==> src/rtl/pong_pkg.sv <==
// Shared constants and types for the Pong pixel renderer.
// PONG_BORDER_EN (when defined) enables the playfield border drawn in COLOR_BORDER.
package pong_pkg;

    localparam logic [7:0] COLOR_BALL   = 8'hFF;
    localparam logic [7:0] COLOR_PADDLE = 8'h1C;
    localparam logic [7:0] COLOR_BORDER = 8'hE0;
    localparam logic [7:0] COLOR_BG     = 8'h00;

    localparam int unsigned BORDER_W = 4;

    typedef enum logic [1:0] {
        SERVE,
        PLAY,
        MISS
    } game_state_e;

endpackage

==> src/rtl/pong_frame_renderer_if.sv <==
// Video timing, position, button and pixel/score bundle between the CRT controller,
// the renderer and the display side.
interface pong_frame_renderer_if #(
    parameter int unsigned ResolutionSize = 10
);

    logic                      hsync_in;
    logic                      vsync_in;
    logic [ResolutionSize-1:0] xposition;
    logic [ResolutionSize-1:0] yposition;
    logic [3:0]                btn;
    logic [7:0]                rgb;
    logic                      hsync_out;
    logic                      vsync_out;
    logic [3:0]                score_left;
    logic [3:0]                score_right;

    modport master (
        output hsync_in, vsync_in, xposition, yposition, btn,
        input  rgb, hsync_out, vsync_out, score_left, score_right
    );

    modport slave (
        input  hsync_in, vsync_in, xposition, yposition, btn,
        output rgb, hsync_out, vsync_out, score_left, score_right
    );

endinterface

==> src/rtl/pong_paddle.sv <==
// One paddle: clamped vertical position updated on the frame tick, plus a
// combinational "pixel is on this paddle" flag for a fixed left edge.
module pong_paddle
    import pong_pkg::*;
#(
    parameter int unsigned ResolutionSize = 10,
    parameter int unsigned YRES           = 480,
    parameter int unsigned PADDLE_X       = 16,
    parameter int unsigned PADDLE_W       = 8,
    parameter int unsigned PADDLE_H       = 64,
    parameter int unsigned PADDLE_SPEED   = 4
) (
    input  logic                    clock,
    input  logic                    reset,
    input  logic                    tick_i,
    input  logic                    up_i,
    input  logic                    down_i,
    input  logic [ResolutionSize:0] x_i,
    input  logic [ResolutionSize:0] y_i,
    output logic [ResolutionSize:0] py_o,
    output logic                    on_o
);

    typedef logic [ResolutionSize:0] coord_t;

    localparam coord_t PyMax = coord_t'(YRES - PADDLE_H);
    localparam coord_t PyRst = coord_t'((YRES - PADDLE_H) / 2);
    localparam coord_t Speed = coord_t'(PADDLE_SPEED);
    localparam coord_t PadX  = coord_t'(PADDLE_X);
    localparam coord_t PadW  = coord_t'(PADDLE_W);
    localparam coord_t PadH  = coord_t'(PADDLE_H);

    coord_t py_d, py_q;

    always_comb begin
        py_d = py_q;
        if (tick_i) begin
            // Opposing buttons cancel; clamp before the subtract so py never wraps.
            if (up_i && !down_i) begin
                py_d = (py_q <= Speed) ? '0 : py_q - Speed;
            end else if (down_i && !up_i) begin
                py_d = (py_q + Speed >= PyMax) ? PyMax : py_q + Speed;
            end
        end
    end

    always_ff @(posedge clock or negedge reset) begin
        if (!reset) begin
            py_q <= PyRst;
        end else begin
            py_q <= py_d;
        end
    end

    assign py_o = py_q;
    assign on_o = (x_i >= PadX) && (x_i < PadX + PadW) && (y_i >= py_q) && (y_i < py_q + PadH);

endmodule

==> src/rtl/pong_frame_renderer.sv <==
// Two-paddle Pong pixel generator: per-frame game FSM plus a registered RGB332 pixel
// aligned with re-registered syncs. PONG_BORDER_EN adds a border and moves the walls.
module pong_frame_renderer
    import pong_pkg::*;
#(
    parameter int unsigned ResolutionSize = 10,
    parameter int unsigned XRES           = 640,
    parameter int unsigned YRES           = 480,
    parameter int unsigned BALL_SIZE      = 8,
    parameter int unsigned BALL_SPEED     = 2,
    parameter int unsigned PADDLE_W       = 8,
    parameter int unsigned PADDLE_H       = 64,
    parameter int unsigned PADDLE_X       = 16,
    parameter int unsigned PADDLE_SPEED   = 4,
    parameter int unsigned SERVE_FRAMES   = 60
) (
    input logic                  clock,
    input logic                  reset,
    pong_frame_renderer_if.slave vid
);

    typedef logic [ResolutionSize:0] coord_t;

    localparam int unsigned CntW = $clog2(SERVE_FRAMES + 1);
    localparam int unsigned RPadXI = XRES - PADDLE_X - PADDLE_W;

    localparam coord_t XresC  = coord_t'(XRES);
    localparam coord_t YresC  = coord_t'(YRES);
    localparam coord_t BallSz = coord_t'(BALL_SIZE);
    localparam coord_t Speed  = coord_t'(BALL_SPEED);
    localparam coord_t PadH   = coord_t'(PADDLE_H);
    localparam coord_t BxCtr  = coord_t'(XRES / 2 - BALL_SIZE / 2);
    localparam coord_t ByCtr  = coord_t'(YRES / 2 - BALL_SIZE / 2);
    localparam coord_t HitL   = coord_t'(PADDLE_X + PADDLE_W + BALL_SPEED);
    localparam coord_t SnapL  = coord_t'(PADDLE_X + PADDLE_W);
    localparam coord_t HitR   = coord_t'(RPadXI - BALL_SIZE - BALL_SPEED);
    localparam coord_t SnapR  = coord_t'(RPadXI - BALL_SIZE);
    localparam coord_t MissR  = coord_t'(XRES - BALL_SIZE - BALL_SPEED);
`ifdef PONG_BORDER_EN
    localparam coord_t BorderC = coord_t'(BORDER_W);
    localparam coord_t WallTop = coord_t'(BORDER_W);
    localparam coord_t WallBot = coord_t'(YRES - BORDER_W);
`else
    localparam coord_t WallTop = '0;
    localparam coord_t WallBot = coord_t'(YRES);
`endif

    logic        hsync_q, vsync_q, vsync_prev_q;
    logic [7:0]  rgb_d, rgb_q;
    game_state_e state_d, state_q;
    logic [CntW-1:0] cnt_d, cnt_q;
    coord_t      bx_d, bx_q, by_d, by_q;
    logic        dx_d, dx_q;  // 1 = moving right
    logic        dy_d, dy_q;  // 1 = moving down
    logic        scorer_d, scorer_q;  // 1 = left player scored the pending miss
    logic [3:0]  score_l_d, score_l_q, score_r_d, score_r_q;

    coord_t x, y, lpy, rpy;
    logic   tick, on_lpad, on_rpad, on_ball, l_overlap, r_overlap;

    assign x    = {1'b0, vid.xposition};
    assign y    = {1'b0, vid.yposition};
    assign tick = vsync_prev_q & ~vsync_q;

    pong_paddle #(
        .ResolutionSize(ResolutionSize), .YRES(YRES), .PADDLE_X(PADDLE_X),
        .PADDLE_W(PADDLE_W), .PADDLE_H(PADDLE_H), .PADDLE_SPEED(PADDLE_SPEED)
    ) u_paddle_left (
        .clock(clock), .reset(reset), .tick_i(tick), .up_i(vid.btn[0]), .down_i(vid.btn[1]),
        .x_i(x), .y_i(y), .py_o(lpy), .on_o(on_lpad)
    );

    pong_paddle #(
        .ResolutionSize(ResolutionSize), .YRES(YRES), .PADDLE_X(RPadXI),
        .PADDLE_W(PADDLE_W), .PADDLE_H(PADDLE_H), .PADDLE_SPEED(PADDLE_SPEED)
    ) u_paddle_right (
        .clock(clock), .reset(reset), .tick_i(tick), .up_i(vid.btn[2]), .down_i(vid.btn[3]),
        .x_i(x), .y_i(y), .py_o(rpy), .on_o(on_rpad)
    );

    assign l_overlap = (by_q + BallSz > lpy) && (by_q < lpy + PadH);
    assign r_overlap = (by_q + BallSz > rpy) && (by_q < rpy + PadH);

    always_comb begin
        state_d   = state_q;
        cnt_d     = cnt_q;
        bx_d      = bx_q;
        by_d      = by_q;
        dx_d      = dx_q;
        dy_d      = dy_q;
        scorer_d  = scorer_q;
        score_l_d = score_l_q;
        score_r_d = score_r_q;
        if (tick) begin
            unique case (state_q)
                SERVE: begin
                    cnt_d = cnt_q + 1'b1;
                    if (cnt_q == CntW'(SERVE_FRAMES - 1)) state_d = PLAY;
                end
                PLAY: begin
                    if (dy_q) begin
                        if (by_q + BallSz + Speed >= WallBot) begin
                            by_d = WallBot - BallSz;
                            dy_d = 1'b0;
                        end else begin
                            by_d = by_q + Speed;
                        end
                    end else if (by_q <= WallTop + Speed) begin
                        by_d = WallTop;
                        dy_d = 1'b1;
                    end else begin
                        by_d = by_q - Speed;
                    end
                    // Horizontal resolves from the pre-tick ball and paddle positions.
                    if (dx_q) begin
                        if (bx_q >= HitR && r_overlap) begin
                            bx_d = SnapR;
                            dx_d = 1'b0;
                        end else if (!r_overlap && bx_q >= MissR) begin
                            state_d  = MISS;
                            scorer_d = 1'b1;
                        end else begin
                            bx_d = bx_q + Speed;
                        end
                    end else begin
                        if (bx_q <= HitL && l_overlap) begin
                            bx_d = SnapL;
                            dx_d = 1'b1;
                        end else if (!l_overlap && bx_q <= Speed) begin
                            state_d  = MISS;
                            scorer_d = 1'b0;
                        end else begin
                            bx_d = bx_q - Speed;
                        end
                    end
                end
                MISS: begin
                    if (scorer_q) begin
                        score_l_d = (score_l_q == 4'd9) ? 4'd0 : score_l_q + 4'd1;
                    end else begin
                        score_r_d = (score_r_q == 4'd9) ? 4'd0 : score_r_q + 4'd1;
                    end
                    dx_d    = ~dx_q;
                    bx_d    = BxCtr;
                    by_d    = ByCtr;
                    cnt_d   = '0;
                    state_d = SERVE;
                end
                default: state_d = SERVE;
            endcase
        end
    end

    assign on_ball = (x >= bx_q) && (x < bx_q + BallSz) && (y >= by_q) && (y < by_q + BallSz);

    always_comb begin
        rgb_d = COLOR_BG;
        if (x < XresC && y < YresC) begin
            if (on_ball) begin
                rgb_d = COLOR_BALL;
            end else if (on_lpad || on_rpad) begin
                rgb_d = COLOR_PADDLE;
            end
`ifdef PONG_BORDER_EN
            else if (x < BorderC || x >= XresC - BorderC || y < BorderC || y >= YresC - BorderC) begin
                rgb_d = COLOR_BORDER;
            end
`endif
        end
    end

    always_ff @(posedge clock or negedge reset) begin
        if (!reset) begin
            hsync_q      <= 1'b1;
            vsync_q      <= 1'b1;
            vsync_prev_q <= 1'b1;
            rgb_q        <= COLOR_BG;
            state_q      <= SERVE;
            cnt_q        <= '0;
            bx_q         <= BxCtr;
            by_q         <= ByCtr;
            dx_q         <= 1'b1;
            dy_q         <= 1'b1;
            scorer_q     <= 1'b0;
            score_l_q    <= 4'd0;
            score_r_q    <= 4'd0;
        end else begin
            hsync_q      <= vid.hsync_in;
            vsync_q      <= vid.vsync_in;
            vsync_prev_q <= vsync_q;
            rgb_q        <= rgb_d;
            state_q      <= state_d;
            cnt_q        <= cnt_d;
            bx_q         <= bx_d;
            by_q         <= by_d;
            dx_q         <= dx_d;
            dy_q         <= dy_d;
            scorer_q     <= scorer_d;
            score_l_q    <= score_l_d;
            score_r_q    <= score_r_d;
        end
    end

    assign vid.rgb         = rgb_q;
    assign vid.hsync_out   = hsync_q;
    assign vid.vsync_out   = vsync_q;
    assign vid.score_left  = score_l_q;
    assign vid.score_right = score_r_q;

endmodule

==> src/flat_wrapper.sv <==
// flat-port wrapper written by rule: the top's interface ports become plain ports
module pong_frame_renderer_flat import pong_pkg::*;
#(
    parameter int unsigned ResolutionSize = 10,
    parameter int unsigned XRES           = 640,
    parameter int unsigned YRES           = 480,
    parameter int unsigned BALL_SIZE      = 8,
    parameter int unsigned BALL_SPEED     = 2,
    parameter int unsigned PADDLE_W       = 8,
    parameter int unsigned PADDLE_H       = 64,
    parameter int unsigned PADDLE_X       = 16,
    parameter int unsigned PADDLE_SPEED   = 4,
    parameter int unsigned SERVE_FRAMES   = 60
)
  (clock, reset, vid_hsync_in, vid_vsync_in, vid_xposition, vid_yposition, vid_btn, vid_rgb, vid_hsync_out, vid_vsync_out, vid_score_left, vid_score_right);
  pong_frame_renderer_if #(.ResolutionSize(ResolutionSize)) vid_i ();
  input logic clock;
  input logic reset;
  input wire logic [$bits(vid_i.hsync_in)-1:0] vid_hsync_in;
  input wire logic [$bits(vid_i.vsync_in)-1:0] vid_vsync_in;
  input wire logic [$bits(vid_i.xposition)-1:0] vid_xposition;
  input wire logic [$bits(vid_i.yposition)-1:0] vid_yposition;
  input wire logic [$bits(vid_i.btn)-1:0] vid_btn;
  output wire logic [$bits(vid_i.rgb)-1:0] vid_rgb;
  output wire logic [$bits(vid_i.hsync_out)-1:0] vid_hsync_out;
  output wire logic [$bits(vid_i.vsync_out)-1:0] vid_vsync_out;
  output wire logic [$bits(vid_i.score_left)-1:0] vid_score_left;
  output wire logic [$bits(vid_i.score_right)-1:0] vid_score_right;
  assign vid_i.hsync_in = vid_hsync_in;
  assign vid_i.vsync_in = vid_vsync_in;
  assign vid_i.xposition = vid_xposition;
  assign vid_i.yposition = vid_yposition;
  assign vid_i.btn = vid_btn;
  assign vid_rgb = vid_i.rgb;
  assign vid_hsync_out = vid_i.hsync_out;
  assign vid_vsync_out = vid_i.vsync_out;
  assign vid_score_left = vid_i.score_left;
  assign vid_score_right = vid_i.score_right;
  pong_frame_renderer #(.ResolutionSize(ResolutionSize), .XRES(XRES), .YRES(YRES), .BALL_SIZE(BALL_SIZE), .BALL_SPEED(BALL_SPEED), .PADDLE_W(PADDLE_W), .PADDLE_H(PADDLE_H), .PADDLE_X(PADDLE_X), .PADDLE_SPEED(PADDLE_SPEED), .SERVE_FRAMES(SERVE_FRAMES)) u_core (.clock(clock), .reset(reset), .vid(vid_i));
endmodule
==> config.mk <==
export PLATFORM = sky130hd
export DESIGN_NAME = pong_frame_renderer_flat
export DESIGN_NICKNAME = d
export VERILOG_FILES = /design/src/rtl/pong_pkg.sv /design/src/rtl/pong_frame_renderer_if.sv /design/src/rtl/pong_paddle.sv /design/src/rtl/pong_frame_renderer.sv /design/src/flat_wrapper.sv
export SDC_FILE = /design/constraint.sdc
export NUM_CORES = 1
export LEC_CHECK = 0
export ABC_CLOCK_PERIOD_IN_PS = 4700
export CAP_MARGIN = 15
export CORE_ASPECT_RATIO = 1.5
export CORE_MARGIN = 2
export CORE_UTILIZATION = 40
export DETAILED_ROUTE_END_ITERATION = 8
export HOLD_SLACK_MARGIN = 0.03
export PLACE_DENSITY = 0.63
export SLEW_MARGIN = 5
export SYNTH_ARGS = -nofsm -noshare
export SYNTH_HDL_FRONTEND = slang
export SYNTH_HIERARCHICAL = 1
export SYNTH_SLANG_ARGS = --single-unit
export TNS_END_PERCENT = 1
==> constraint.sdc <==
create_clock -name clock -period 4.7 [get_ports clock]
set_input_delay 0.705 -clock clock [delete_from_list [all_inputs] [get_ports clock]]
set_output_delay 0.705 -clock clock [all_outputs]
set_load 0.005 [all_outputs]
== Word level (Yosys, flattened, before mapping) ==
Index checks and enable logic that the tools add are counted.

* Add/sub/neg operators: 16
* $lt $le $gt $ge: 28
* Equal/unequal tests: 15
* Muxes and demuxes: 43
* Bitwise gates (word level): 4
* Reduce and logical (&&, ||, !) cells: 43

{| class="wikitable"
|+ Operators with widths
! operator !! number
|-
| $mux 11 || 16
|-
| $ge 10x11->1 || 4
|-
| $lt 10x11->1 || 4
|-
| $pmux 11 s2 || 2
|-
| $add 11x2->11 const B || 3
|-
| $ge 11x9->1 const B || 3
|-
| $add 11x3->11 const B || 2
|-
| $add 11x4->11 const B || 2
|-
| $add 11x7->11 const B || 2
|-
| $ge 11x10->1 const B || 2
|-
| $gt 11x11->1 || 2
|-
| $le 11x2->1 const B || 2
|-
| $le 11x3->1 const B || 2
|-
| $lt 11x11->1 || 2
|-
| $sub 11x2->11 const B || 2
|-
| $sub 11x3->11 const B || 2
|-
| $logic_and 1x1->1 || 20
|-
| $lt 10x10->1 const B || 2
|-
| $mux 8 || 2
|-
| $mux 2 || 6
|-
| $pmux 6 s2 || 1
|-
| $reduce_and 6->1 || 2
|-
| $le 11x5->1 const B || 1
|-
| $mux 1 || 11
|-
| other kinds (30) || 52
|}

* Register bits: 74
* Input bits: 28
* Output and inout port bits: 18
* Logic and storage cells: 164

== Depth between registers and ports, before layout ==
Gate-level depths: netlist of run 1.

* Depth after elaboration: 9
* Mapped depth: 15
* Gate-level depth less buffers: 13

== Hierarchy ==
The synthesis of run 1 kept the hierarchy.

{| class="wikitable"
|+ Modules (own cells, without submodules)
! module !! instances !! cells each !! area each (um2) !! sequential area each (um2)
|-
| pong_frame_renderer || 1 || 631 || 5077.4 || 1119.8
|-
| pong_paddle at u_core.u_paddle_right || 1 || 165 || 1373.8 || 229.0
|-
| pong_paddle at u_core.u_paddle_left || 1 || 165 || 1367.6 || 229.0
|}

== Worst setup path before layout of run 1 ==
Ideal clock, no wire load.

* Path kind: register to register
* Start point: reg u_core.by_q[3]
* End point: reg u_core.bx_q[10]
* Setup time: 122 ps
* Arrival: 3314 ps
* Required time: 4578 ps
* Path slack: 1264 ps
* Cell stages (with the launch flop): 15
* Buffers on the path: 1
* Period minus slack after synthesis: 3436 ps
* Cells stage by stage: dfstp_2 -> ha_1 -> nand3_1 -> or3_1 -> xnor2_1 -> ha_1 -> and4_1 -> nand4_1 -> o221ai_1 -> a31oi_1 -> nand2_1 -> a221oi_4 -> buf_2 -> nand2_1 -> o2bb2ai_1

* Word-level cells in the longest chain between the ends: 7
* Elaborated cells between the ends (all ways): 20
* Classes of those cells: add/sub (1); order compare (4); eq/ne (2); mux (4); reduce/logical (9)

{| class="wikitable"
|+ RTL lines
! item !! line !! text
|-
| start: declaration || pong_frame_renderer.sv:52 || <nowiki>coord_t bx_d, bx_q, by_d, by_q;</nowiki>
|-
| start signal: assignment || pong_frame_renderer.sv:181 || <nowiki>by_q <= ByCtr;</nowiki>
|-
| start signal: assignment || pong_frame_renderer.sv:195 || <nowiki>by_q <= by_d;</nowiki>
|-
| $add 11x4->11 || pong_frame_renderer.sv:81, pong_frame_renderer.sv:82 ||
|-
| $gt 11x11->1 (on tied branches) || pong_frame_renderer.sv:82, pong_frame_renderer.sv:81 ||
|-
| $logic_and 1x1->1 (on tied branches) || pong_frame_renderer.sv:82, pong_frame_renderer.sv:81 ||
|-
| $logic_not 1->1, or another cell as far along || pong_frame_renderer.sv:119 || <nowiki>end else if (!r_overlap && bx_q >= MissR) begin</nowiki>
|-
| $logic_and 1x1->1, or another cell as far along || pong_frame_renderer.sv:119 ||
|-
| $ne 4x4->1 (no source line), or another cell as far along || n/a ||
|-
| $reduce_and 4->1 (no source line) or $pmux 11 s2 (tied branches) || n/a ||
|-
| end signal: assignment || pong_frame_renderer.sv:180 || <nowiki>bx_q <= BxCtr;</nowiki>
|-
| end: declaration || pong_frame_renderer.sv:52 ||
|}

Parallel ways exist; a longest one is shown, timed or not.
A chain may end at the register's enable or synchronous reset.

== Final worst setup path of run 1 ==
* Start point: reg u_core.by_q[3]
* End point: reg u_core.bx_q[8]

The elaborated chain is that of the path after synthesis.

==> flow_summary.toml, run 1 <==
[outcome]
status = "finished clean"

[logic_synthesis]
synth_warnings = 6
synth_compound_area_frac = 0.256
synth_seq_cells = 62
synth_seq_area_share = 0.202
synth_cells = 961
synthMuxAreaShare = 0.00272
synthesis.area_sq_mm = 0.00782
synth.avg_cell_area_sq_um = 8.14
synth-xor-area-share = 0.0426
dominantRegCellSynth = "dfrtp_1"
async_flop_share = 1.00
synth_edf_count = 0
ys_types = 83
yosys.area_share.simple = 0.215
synth_top_family_by_area = "compound AO/OA/AOI/OAI gates"
synth_adder_area_share = 0.205

[floorplan]
die-area_sq_mm = 0.0207
num_rows = 62
die_h_um = 175
initial_utilization = 0.408
core_area_sq_mm = 0.0192
die_x_um = 118
io_pins = 46

[worst_hold_path]
worstHoldStart = "u_core/vid.vsync_out"
whs_path_depth = 0
hp-class = "reg2reg"
min_to = "u_core/vsync_prev_q"

[sta]
timing.fmax_mhz = 241
tightest_slew_ns = 0.836
skew_ns = 0.00751
slew-limit-headroom = 0.443
rsz0062_at_grt = "false"
final-max-slew-violation-count = 0
fin_crit_sh = 0.881
setup_viol = 0
period_minus_slack_ns = 4.14
finalHoldViolations = 0
setup_tns_ns = 0

[critical_path]
path_max_fanout = 12
cp_slowest_stage_delay_ns = 0.67
startpoint_type = "register"
reg2regPathDepth = 14
worstPathCellList = "ha_1, nand3_1, or3_1, xnor2_1, ha_1, and4_1, nand4_1, o221ai_1, a31oi_1, nand2_1, a221oi_4, buf_4, nand2_1, o31a_1"
end_kind = "register"
startpoint = "u_core/by_q[3]"
reg2reg_from = "u_core/by_q[3]"
required_ns = 4.98
crit_type = "reg2reg"
rrSetupSlack_ns = 0.56
critical_path_arrival_ns = 4.42
r2r-end = "u_core/bx_q[8]"
cpMaxStageDelayCell = "dfstp_2"

[place]
detailed_place_hpwl_um = 17200
place_congestion = 0.920
port-buffer-count = 43

[detailed_routing]
routed_via_density = 5.96
drt_iter0_drc = 418
wl_um = 22500
final_antenna_net_count = 0
wl_per_cell_um = 18.0
drc_errors = 0
drt-pass1-iter-count = 5
via_count = 7450

[global_route]
grtUsageMet1 = 0.256
grt.total_usage = 0.222
grt_max_degree = 35
grt_overflow = 0
busiest_layer = "met2"
antenna_found_initial = 0
grt_use_met2 = 0.393
grt_pass1_vias = 7232
globalRouteMet3Util = 0.0274
grt_pass1_wl_um = 37100

[clock_network]
root_buffer = "clkbuf_16"
cts_resized = 0
cts_setup_buffers = 0
worstSkewPairLatency_ns = 0.35
clk_path_buf_depth = 2
htreeDepth = 3
clk_pin_slew_ns = 0.06
ctsHoldBuffers = 0
numCtsBuffers = 9
cts_tree = "done"
cts.sinks = 62

[cells_and_area]
fin_nets = 1145
area_delta_synth_final_pct = 11.2
drive_above_1_share = 0.0875
num_antenna_cells = 0

[power_and_ir_drop]
power_density_mw_per_mm2 = 309
p_leak_uw = 0.00380
finalPower_uw = 2690
ir_drop_uv = 225

[job]
cap_violations = 0
==> Yosys cell counts, types with 16 or more instances <==
library cell | n | share of area
xnor2_1 | 34 | 0.038
nand3_1 | 42 | 0.027
nor2_1 | 60 | 0.029
clkbuf_1 | 16 | 0.0077
ha_1 | 128 | 0.20
inv_1 | 87 | 0.042
nor3_1 | 35 | 0.022
o21ai_0 | 56 | 0.036
dfstp_2 | 21 | 0.071
a21o_1 | 18 | 0.017
buf_4 | 16 | 0.015
a21oi_1 | 64 | 0.041
nand2_1 | 60 | 0.029
dfrtp_1 | 41 | 0.13
o21a_1 | 17 | 0.016
==> cell families after synthesis <==
family                     Yosys count
muxes                                2
xor gates and xnor gates            38
DFF                                 62
adders and majority gates          128
and+or+nand+nor                    311
AOI/OAI and AO/OA                  284
other                                3
buffers and inverters              133
==> worst max-delay path: cells and delay by family, from the launching register on <==
family,cells,cell delay (ns)
AO/OA/AOI/OAI,4,1.20
XOR/XNOR,1,0.21
adder cells (fa/ha/maj),2,0.53
buffers and inverters,1,0.23
flip-flops,1,0.67
AND/OR/NAND/NOR,6,1.23
==> how the worst max path moves through the flow <==
stage | slack [ns] | to
floorplan | 1.26 | u_core/bx_q[10]
global placement | 0.66 | u_core/bx_q[8]
detailed placement | 0.64 | u_core/bx_q[8]
CTS | 0.60 | u_core/bx_q[8]
global route | 0.34 | u_core/bx_q[8]
finish | 0.56 | u_core/bx_q[8]
==> cells in the final DEF (no fill, tap or decap), types with 13 or more instances in the layout <==
cell type,count
o211ai_1,15
inv_1,87
nand2_1,60
nor3_1,35
dfstp_2,21
o21a_1,17
dfrtp_1,41
xnor2_1,34
nor4_1,14
o21ai_0,56
a21o_1,18
nand3_1,42
clkdlybuf4s50_1,42
nand4_1,15
buf_4,13
a21oi_1,64
ha_1,128
nor2_1,60
==> flip-flops by register name, summed over array words and instances, names as in the netlist, 4 cells and up <==
register	count
u_core/bx_q	10
u_core/by_q	10
u_core/u_paddle_left/py_o	9
u_core/u_paddle_right/py_o	9
u_core/cnt_q	6
u_core/vid.score_left	4
u_core/vid.score_right	4
==> stage by stage <==
step	utilization	hold WS, ns	cell area [sq um]	std cells	setup WS (ns)
3_5_place_dp	0.439	0.368	8420	1234	0.638
4_1_cts	0.454	0.377	8690	1250	0.597
5_1_grt	0.454	0.381	8690	1250	0.341
6_report	0.454	0.375	8690	1250	0.558
3_3_place_gp	0.439	0.366	8420	1234	0.662
2_1_floorplan	-	0.366	7850	968	1.26
==> report_power, final <==
part           total [uW]  switching, uW  leakage [uW]  internal (uW)
clock network         642            284      0.000128            358
logic                1210            692       0.00290            515
registers             840            220      0.000764            619
total                2690           1200       0.00380           1490
==> area by class of cell <==
cell class	count	area, sq um
clock buffers	9	225
clock inverters	7	50.0
fillers	1983	10500
inverters	87	327
multi-input cells	773	5670
flip-flops and latches	62	1580
well taps	256	320
repair buffers	56	523
==> metal layers <==
| layer | share of wire | vias up |
|---|---|---|
| li1 | - | 3599 |
| met1 | 0.40 | 3549 |
| met2 | 0.50 | 232 |
| met3 | 0.044 | 70 |
| met4 | 0.050 | 0 |
| met5 | 0 | - |
(Power assumes the default switching activity.)
==> run 2, diff against run 1 <==
--- a/config.mk
+++ b/config.mk
@@ -12,10 +12,9 @@
 export CORE_UTILIZATION = 40
 export DETAILED_ROUTE_END_ITERATION = 8
 export HOLD_SLACK_MARGIN = 0.03
-export PLACE_DENSITY = 0.63
+export PLACE_DENSITY = 0.64
 export SLEW_MARGIN = 5
 export SYNTH_ARGS = -nofsm -noshare
 export SYNTH_HDL_FRONTEND = slang
-export SYNTH_HIERARCHICAL = 1
 export SYNTH_SLANG_ARGS = --single-unit
 export TNS_END_PERCENT = 1
==> run 2 against run 1 <==
  * Non-clock buffer count fell by 3
  * Via count fell by 8.6%
  * Area after synthesis decreased by 7.7%
  * Global-route usage is 0.067 points higher
  * Setup slack gained 0.37 ns
  * Maximum frequency is 10% higher
  * Hold slack worse by 0.066 ns
  * Clock power is 26% higher
  * First-iteration DRC count grew 24%
  * Register-to-register slack better by 0.37 ns
==> flow_summary.toml, run 2 <==
[global_route]
antenna_found_initial = 0
grt_max_degree = 45
grt_pass1_wl_um = 33900
grt.total_usage = 0.222
grt_overflow = 0
grt_pass1_vias = 6734

[clock_network]
cts_tree = "done"
clk_path_buf_depth = 2
clk_pin_slew_ns = 0.06
ctsHoldBuffers = 0
htreeDepth = 3
cts.sinks = 62
cts_setup_buffers = 0
worstSkewPairLatency_ns = 0.35
cts_resized = 0
numCtsBuffers = 9
root_buffer = "clkbuf_16"

[sta]
setup_viol = 0
skew_ns = 0.00767
final-max-slew-violation-count = 0
timing.hold.ws_ns = 0.310
timing.fmax_mhz = 265
setup_ws_ns = 0.933
slew-limit-headroom = 0.350
finalHoldViolations = 0
fin_crit_sh = 0.802
setup_tns_ns = 0
period_minus_slack_ns = 3.77
tightest_slew_ns = 0.976
rsz0062_at_grt = "false"

[outcome]
status = "finished clean"

[cells_and_area]
fillCellCount = 1781
drive_above_1_share = 0.0766
final_cell_mix = "ha_1 (118), nor2_1 (71), o21ai_0 (65)"
num_antenna_cells = 0
design_area_sq_mm = 0.00812
area_delta_synth_final_pct = 12.4
top_regs = "u_core.bx_q (10), u_core.by_q (10)"
final_common_cell = "ha_1"
stdcell_count = 1131
fin_nets = 1055

[detailed_routing]
drt-pass1-iter-count = 5
via_count = 6811
wl_um = 20900
final_antenna_net_count = 0
wl_per_cell_um = 18.5
drt_iter0_drc = 518
routed_via_density = 6.02
drc_errors = 0

[logic_synthesis]
synth.avg_cell_area_sq_um = 8.09
synth_top_area_frac = 0.205
async_flop_share = 1.00
synth_seq_area_share = 0.219
synth_edf_count = 0
dominantRegCellSynth = "dfrtp_1"
synth_commonest_cells = "ha_1 (118), nor2_1 (71), o21ai_0 (65), a21oi_1 (61), inv_1 (61)"
synth_cells = 892
synth_warnings = 0
ys_types = 81
yosysTopAreaCell = "ha_1"
synth_area_leaders = "ha_1 (20%), dfrtp_1 (14%), dfstp_2 (7.6%)"
synth_most_common_cell = "ha_1"
synth_nets = 1038
synth_seq_cells = 62
synthesis.area_sq_mm = 0.00722

[power_and_ir_drop]
p_leak_uw = 0.00341
ir_drop_uv = 212
power_density_mw_per_mm2 = 585

[critical_path]
rrSetupSlack_ns = 0.93
required_ns = 4.93
reg2regPathDepth = 12
path_max_fanout = 20
end_kind = "register"
startpoint_type = "register"
crit_type = "reg2reg"
critical_path_arrival_ns = 4.00

[floorplan]
die_h_um = 169
initial_utilization = 0.406
die-area_sq_mm = 0.0192
core_area_sq_mm = 0.0178
die_x_um = 114
num_rows = 60
io_pins = 46

[place]
place_congestion = 0.941
detailed_place_hpwl_um = 15800
port-buffer-count = 44
placed_cells = 1115
placed_area_sq_mm = 0.00777
place_ws_ns = 1.06

[worst_hold_path]
hp-class = "in2async"

[job]
cap_violations = 0
[run 2: cell count changes after synthesis, moves of 9 or more]
cell | before | now
a211oi_1 | 7 | 16
clkbuf_1 | 16 | 28
ha_1 | 128 | 118
inv_1 | 87 | 61
nor2_1 | 60 | 71
o21a_1 | 17 | 6
o21ai_0 | 56 | 65
o21ai_1 | 0 | 11
[run 2: cell type report]
cell class	instances	area, sq um	area share
timing repair buffer	53	503	0.0620
multi-input combinational	718	5170	0.637
clock inverter	6	119	0.0146
clock buffer	10	229	0.0282
sequential	62	1580	0.194
tap	217	272	0.0335
inverter	65	244	0.0301
[run 2: power by group]
group	switching (uW)	internal (uW)
clock	286	524
sequential	404	755
combinational	1630	1150
total	2320	2420
[run 2: worst paths after layout]
path,end,from
worst min-delay path,u_core.vid.rgb[6],reset
worst min register to register,u_core.vsync_prev_q,u_core.vid.vsync_out
max in group asynchronous,u_core.u_paddle_right.py_o[3],reset
min in group clock,u_core.vsync_prev_q,u_core.vid.vsync_out
worst max-delay path,u_core.bx_q[9],u_core.by_q[5]
worst max register to register,u_core.bx_q[9],u_core.by_q[5]
[run 2: critical path, cell delays in order, from the launching register on]
cell and delay (ns):
dfstp_2 0.75, and2_1 0.26, nand2_1 0.08, xnor2_1 0.41, ha_1 0.35, a21oi_1 0.20
a21oi_1 0.10, a2111oi_2 0.56, or2_1 0.22, a311o_1 0.17, buf_4 0.25, nor2_1 0.08
o22a_1 0.20
[run 2: metrics by stage]
step | total power [uW] | util
floorplan | 3150 | -
global placement | 3850 | 0.437
detailed placement | 3890 | 0.437
CTS | 4730 | 0.456
global route | 5180 | 0.456
finish | 4750 | 0.456
[run 2: cell families (layout without fill, tap and decap cells)]
| family | Yosys count | in the layout | synth area share |
|---|---|---|---|
| compound gates | 281 | 281 | 0.264 |
| simple gates | 279 | 279 | 0.197 |
| fa+ha+maj | 118 | 118 | 0.205 |
| buf+inv | 112 | 134 | 0.0650 |
| flops | 62 | 62 | 0.219 |
| xor+xnor | 36 | 36 | 0.0447 |
| mux | 4 | 4 | 0.00589 |
[run 2: layer usage]
layer | wire length (um) | share of wire | vias to the layer above | global-route usage
li1 | - | - | 3353 | -
met1 | 8720 | 0.42 | 3248 | 0.257
met2 | 10600 | 0.51 | 152 | 0.395
met3 | 564 | 0.027 | 58 | 0.0211
met4 | 1030 | 0.049 | 0 | 0.133
met5 | 0 | 0 | - | 0
